==> src/rtl/vp_issue_sequencer.sv <==
// vp_issue_sequencer: FIFO-buffered instruction issue with opcode-dependent occupancy and halt/resume.
// Optional VP_SEQ_BYPASS_EN lets an instruction skip the empty FIFO when the sequencer is idle.
module vp_issue_sequencer #(
    parameter int DEPTH   = 8,
    parameter int MEM_LAT = 4,
    parameter int ALU_LAT = 2
) (
    input  logic                     clk,
    input  logic                     reset,
    input  logic                     in_valid,
    input  logic [12:0]              in_instr,
    output logic                     in_ready,
    input  logic                     resume,
    output logic [12:0]              issue_instr,
    output logic                     issue_valid,
    output logic                     busy,
    output logic                     retire,
    output logic                     halted,
    output logic [$clog2(DEPTH):0]   fifo_count
);
    localparam int AW   = $clog2(DEPTH);
    localparam int CW   = AW + 1;
    localparam int MAXL = MEM_LAT > ALU_LAT ? MEM_LAT : ALU_LAT;
    localparam int OW   = $clog2(MAXL + 1);

    typedef enum logic [1:0] {IDLE, BUSY, HALT} state_t;

    state_t          state, state_n;
    logic [12:0]     mem [DEPTH];
    logic [AW-1:0]   wr_ptr, rd_ptr;
    logic [OW-1:0]   occ, occ_n, lat_m1;
    logic            one_cyc;
    logic            empty, free, bypass, take, push, pop, is_halt;
    logic [12:0]     head;

    assign empty    = fifo_count == '0;
    assign in_ready = fifo_count != CW'(DEPTH);
    assign free     = state == IDLE || (state == BUSY && occ == '0);
`ifdef VP_SEQ_BYPASS_EN
    assign bypass   = state == IDLE && empty && in_valid;
`else
    assign bypass   = 1'b0;
`endif
    assign head     = bypass ? in_instr : mem[rd_ptr];
    assign take     = free && (!empty || bypass);
    assign is_halt  = head[12:11] == 2'b11;
    assign lat_m1   = head[12:11] == 2'b01 ? OW'(MEM_LAT - 1) :
                      head[12:11] == 2'b10 ? OW'(ALU_LAT - 1) : '0;
    assign push     = in_valid && in_ready && !bypass;
    assign pop      = take && !bypass;
    // Latency-1 instructions never enter BUSY, so one_cyc covers their single occupied cycle
    assign busy     = state == BUSY || one_cyc;
    assign retire   = (state == BUSY && occ == '0) || one_cyc;
    assign halted   = state == HALT;

    always_comb begin
        state_n = state;
        occ_n   = occ;
        if (state == HALT) begin
            state_n = resume ? IDLE : HALT;
        end else if (take) begin
            state_n = is_halt ? HALT : (lat_m1 != '0 ? BUSY : IDLE);
            occ_n   = lat_m1;
        end else if (state == BUSY) begin
            state_n = occ == '0 ? IDLE : BUSY;
            occ_n   = occ == '0 ? occ : occ - OW'(1);
        end
    end

    always_ff @(posedge clk or posedge reset) begin
        if (reset) begin
            state       <= IDLE;
            occ         <= '0;
            wr_ptr      <= '0;
            rd_ptr      <= '0;
            fifo_count  <= '0;
            issue_instr <= '0;
            issue_valid <= 1'b0;
            one_cyc     <= 1'b0;
        end else begin
            state       <= state_n;
            occ         <= occ_n;
            wr_ptr      <= push ? wr_ptr + AW'(1) : wr_ptr;
            rd_ptr      <= pop ? rd_ptr + AW'(1) : rd_ptr;
            fifo_count  <= fifo_count + CW'(push) - CW'(pop);
            issue_valid <= take && !is_halt;
            one_cyc     <= take && !is_halt && lat_m1 == '0;
            if (take && !is_halt)
                issue_instr <= head;
        end
    end

    always_ff @(posedge clk) begin
        if (push)
            mem[wr_ptr] <= in_instr;
    end
endmodule

==> config.mk <==
export PLATFORM = sky130hd
export DESIGN_NAME = vp_issue_sequencer
export DESIGN_NICKNAME = d
export VERILOG_FILES = /design/src/rtl/vp_issue_sequencer.sv
export SDC_FILE = /design/constraint.sdc
export NUM_CORES = 1
export LEC_CHECK = 0
export ABC_AREA = 1
export CORE_UTILIZATION = 50
export CTS_CLUSTER_DIAMETER = 200
export DETAILED_ROUTE_END_ITERATION = 10
export DONT_BUFFER_PORTS = 1
export PLACE_DENSITY_LB_ADDON = 0.25
export SETUP_SLACK_MARGIN = 0.4
export SLEW_MARGIN = 20
export SYNTH_ARGS = -nofsm -noshare
export SYNTH_HDL_FRONTEND = slang
export SYNTH_SLANG_ARGS = --single-unit
==> constraint.sdc <==
create_clock -name clk -period 6.7 [get_ports clk]
set_clock_uncertainty 0.2 [all_clocks]
set_input_delay 1.34 -clock clk [delete_from_list [all_inputs] [get_ports clk]]
set_output_delay 1.34 -clock clk [all_outputs]
set_load 0.02 [all_outputs]
Yosys cells after proc, flatten, opt, wreduce, memory -nomap -nowiden
Memory sizes are Yosys's and may differ from the RTL's.
Index checks and enable logic that the tools add are counted.
{"block": "word_totals", "regBits": 30, "ramBits": 104, "in_bits": 17, "out_inout_bits": 22, "n_memories": 1}
{"memory": "mem", "words": 8, "width": 13, "rd": 1, "rd_ports_with_merged_regs": 0, "wr": 1, "line_no": "29", "text": "logic [12:0] mem [DEPTH];"}
{"block": "op_classes", "add_sub_neg": 5, "n_eq_ne": 7, "muxes": 14, "n_bitwise": 1, "n_reduce_logical": 18}
{"cell": "$mux W2", "count": 6}
{"cell": "$mux W3", "count": 3}
{"cell": "$add A3 B1 Y3 const B", "count": 2}
{"cell": "$eq A2 B2 Y1 const B", "count": 3}
{"cell": "$logic_not A3 Y1", "count": 2}
{"cell": "$reduce_bool A3 Y1", "count": 2}
{"cell": "$logic_and A1 B1 Y1", "count": 5}
{"cell": "$mux W1", "count": 5}
{"cell": "$add A4 B1 Y4", "count": 1}
{"cell": "$eq A2 B1 Y1 const B", "count": 2}
{"cell": "$logic_not A4 Y1", "count": 1}
{"cell": "$ne A4 B4 Y1 const B", "count": 1}
{"cell": "$sub A4 B1 Y4", "count": 1}
{"cell": "$logic_or A1 B1 Y1", "count": 3}
{"cell": "$reduce_and A3 Y1", "count": 1}
{"cell": "$sub A3 B1 Y3 const B", "count": 1}
{"cell": "$logic_not A1 Y1", "count": 2}
{"cell": "$logic_not A2 Y1", "count": 1}
{"cell": "$ne A2 B2 Y1 const B", "count": 1}
{"cell": "$reduce_bool A2 Y1", "count": 1}
{"cell": "$not A1 Y1", "count": 1}

Logic depth before layout (Yosys ltp)
An unclocked memory read counts as a cell.
{"block": "logic_depth", "ltp_word": 9, "depth_mapped": 14, "ltp_nobuf": 13}

Least setup slack after synthesis
Ideal clock, no wire load.
{"block": "synth_path", "kind": "input-to-reg", "startpoint": "input port in_valid", "endpoint": "memory mem[0][0], enable pin", "arrival_ns": 2.325, "required_ns": 6.118, "slack_ns": 3.792, "cell_stages": 3, "path_buffers": 0, "cell_sequence": "nand2_1 or2_2 nor2_1"}
{"block": "synth_via", "elab_chain_cells": 3}
{"element": "start: declaration", "line_no": "10", "text": "input logic in_valid,"}
{"element": "$logic_and A1 B1 Y1", "line_no": "49", "text": "assign push = in_valid && in_ready && !bypass;"}
{"element": "$mux W1", "line_no": "94", "text": "if (push)"}
{"element": "$mux W1 (not written as such)", "line_no": "95", "text": "mem[wr_ptr] <= in_instr;"}
{"element": "end: declaration", "line_no": "29"}
No other way between the ends.

Worst setup path after layout
{"block": "layout_path", "startpoint": "register occ[0]", "endpoint": "output port retire"}
{"block": "layout_via", "elab_chain_cells": 3}
{"element": "start: declaration", "line_no": "31", "text": "logic [OW-1:0] occ, occ_n, lat_m1;"}
{"element": "start signal: assignment", "line_no": "82", "text": "occ <= occ_n;"}
{"element": "$logic_not A3 Y1", "line_no": "53", "text": "assign retire = (state == BUSY && occ == '0) || one_cyc;"}
{"element": "$logic_and A1 B1 Y1", "line_no": "53"}
{"element": "$logic_or A1 B1 Y1", "line_no": "53"}
{"element": "end: declaration", "line_no": "17", "text": "output logic retire,"}
No other way between the ends.

==> summary.txt <==
Die area: 12,100 um^2
Crit-path max FO: 3
Critical path class: flip-flop to output pin
Resized Gates After CTS: 0
FF+latch count, synth: 134
Fmax: 0.295 GHz
Max IR drop VDD: 270 uV
EDFF count, synth: 104
Status: complete, no violations
Final HPWL DP: 7930 um
Max_slew headroom: 0.384
Ranking of synthesized cells by area: edfxtp_1, dfrtp_1, nand2_1, nand3_1, inv_1
Synthesized area per cell: 10.3 um^2
Port buffer count: 0
Initial DRC Count: 247
Die W: 110 um
LEAKAGE: 2.93 nW
Synthesized area: 5850 um^2
# rows: 39
CTS clk-pin slew, worst paths: 0.05 ns
Final setup viols: 0
Largest net degree at the start of global routing: 55
Die height: 110 um
Main flop type after synthesis: edfxtp_1
CTS tree: yes
# diodes: 0
Synth-to-Final Area Change: 11.5%
WL final: 12,600 um
Via count: 3,773
H-tree levels: 4
Final period util: 0.506
Post-CTS setup buffer count: 0
Asr flop ratio synth: 0.224
Post-Synthesis Cells: 570
Post-synth top area cell: edfxtp_1
Min Clock Period, post-route: 3.39 ns
Post-route setup TNS: 0 ns
P per Cell Area: 492 nW/um^2
Yosys warns: 0
Initial antenna violation count: 0
CTS max path bufs: 2
Seq/Total Area, Yosys: 0.663
Clk root buf: clkbuf_16
Post-layout power: 0.00321 W
First-pass GRT wire length: 19,800 um
CTS buffer count: 17
# DRC: 0
Drt wl/cell: 17.3 um
Crit path DAT: 1.85 ns
Max-slew violation count: 0
Clock Latency Late Sink: 0.42 ns
Vias in the first global route: 3,716
Grt total ovfl: 0
Fillers: 971
Layout cell share with drive strength beyond 1: 0.0870
CP Data Required Time: 5.16 ns
Starting density of the core: 0.512
Total track usage: 0.232
Pre-antenna DRT Iters: 5
Post-layout util: 0.571
CTS sink count: 134
RSZ-0062 raised after global routing: no
Hold WC Path Type: flip-flop to flip-flop
Cell with the most instances after synthesis: nand2_1
Placer congestion estimate: 0.806
Antenna-violating nets left: 0
Slew @ Worst Pin: 0.922 ns
Worst setup SP type: flip-flop
Unique masters post-synth: 25
I/O pin cnt: 39
MaxCap Viol Count: 0
# hold bufs at CTS: 0
Core Region: 11,400 um^2
Via density: 5.18
Top cell type's share of synthesized area: 0.534
Top post-synthesis cells by count: nand2_1, edfxtp_1, inv_1
Crit. End Element: output pin
Final Hold Fails: 0
Final #Nets: 602
Synthesized Nets: 599
[power breakdown]
group	switching (W)	internal (W)	leakage, nW
registers	0.000175	0.00110	1.31
clock network	0.000335	0.000535	0.276
logic	0.000738	0.000329	1.34
[flip-flops by register name, indices dropped and copies added (netlist names)]
signal,cells
mem,104
issue_instr,13
fifo_count,4
occ,3
rd_ptr,3
wr_ptr,3
state,2
issue_valid,1
one_cyc,1
[through the flow]
stage	hold slack [ns]	instances	instance area [um^2]	worst slack [ns]
2_1_floorplan	0.293	570	5850	3.79
3_3_place_gp	0.330	697	5950	3.22
6_report	0.335	729	6520	3.31
4_1_cts	0.343	729	6520	3.27
5_1_grt	0.383	729	6520	3.21
3_5_place_dp	0.328	697	5960	3.29
[path summary, 6_finish.rpt]
kind	startpoint	to	slack (ns)	cells after the start
max	occ[0]	retire	3.31	5
min	occ[2]	occ[2]	0.34	2
max reg2reg	rd_ptr[0]	issue_instr[1]	3.47	11
min reg2reg	occ[2]	occ[2]	0.34	2
max in group asynchronous	reset	occ[1]	5.02	2
min in group asynchronous	reset	issue_instr[4]	0.61	1
[routing by layer]
layer  global-route usage  share of wire
met5                    0              0
met3               0.0641          0.065
met1                0.292           0.43
met2                0.371           0.48
met4                0.111          0.028
[layout by cell type (no fill, tap or decap), types with 2 or more instances in the layout]
cell | synthesis | layout
nand2_1 | 181 | 181
edfxtp_1 | 104 | 104
inv_1 | 97 | 97
nand3_1 | 83 | 83
dfrtp_1 | 30 | 30
clkbuf_16 | 0 | 17
ha_1 | 11 | 11
nor2_1 | 17 | 10
nor2_2 | 1 | 8
clkinv_2 | 0 | 6
o21ai_0 | 5 | 5
inv_2 | 4 | 4
xor2_1 | 4 | 4
buf_4 | 0 | 4
clkbuf_1 | 4 | 3
clkbuf_8 | 0 | 3
and2_1 | 2 | 2
or2_2 | 2 | 2
a21oi_1 | 2 | 2
[critical path, stage by stage, from the launching register on]
cell,delay [ns]
dfrtp_1,0.36
inv_1,0.10
ha_1,0.16
ha_1,0.21
inv_2,0.07
o21ai_0,0.54
[cells by family after synthesis]
kind of cell               share of synthesized area
and+or+nand+nor                                0.210
DFF                                            0.663
buffers and inverters                         0.0830
adders and majority gates                     0.0270
AOI/OAI and AO/OA                            0.00985
xor gates and xnor gates                     0.00749
[final cells by class]
class | count | area (um^2) | share of cell area
sequential | 134 | 3870 | 0.594
clock inverter | 9 | 76.3 | 0.0117
multi-input combinational | 315 | 1500 | 0.231
inverter | 101 | 379 | 0.0581
tap | 143 | 179 | 0.0274
clock buffer | 23 | 478 | 0.0733
timing repair buffer | 4 | 30.0 | 0.00461
(Power assumes the default switching activity.)
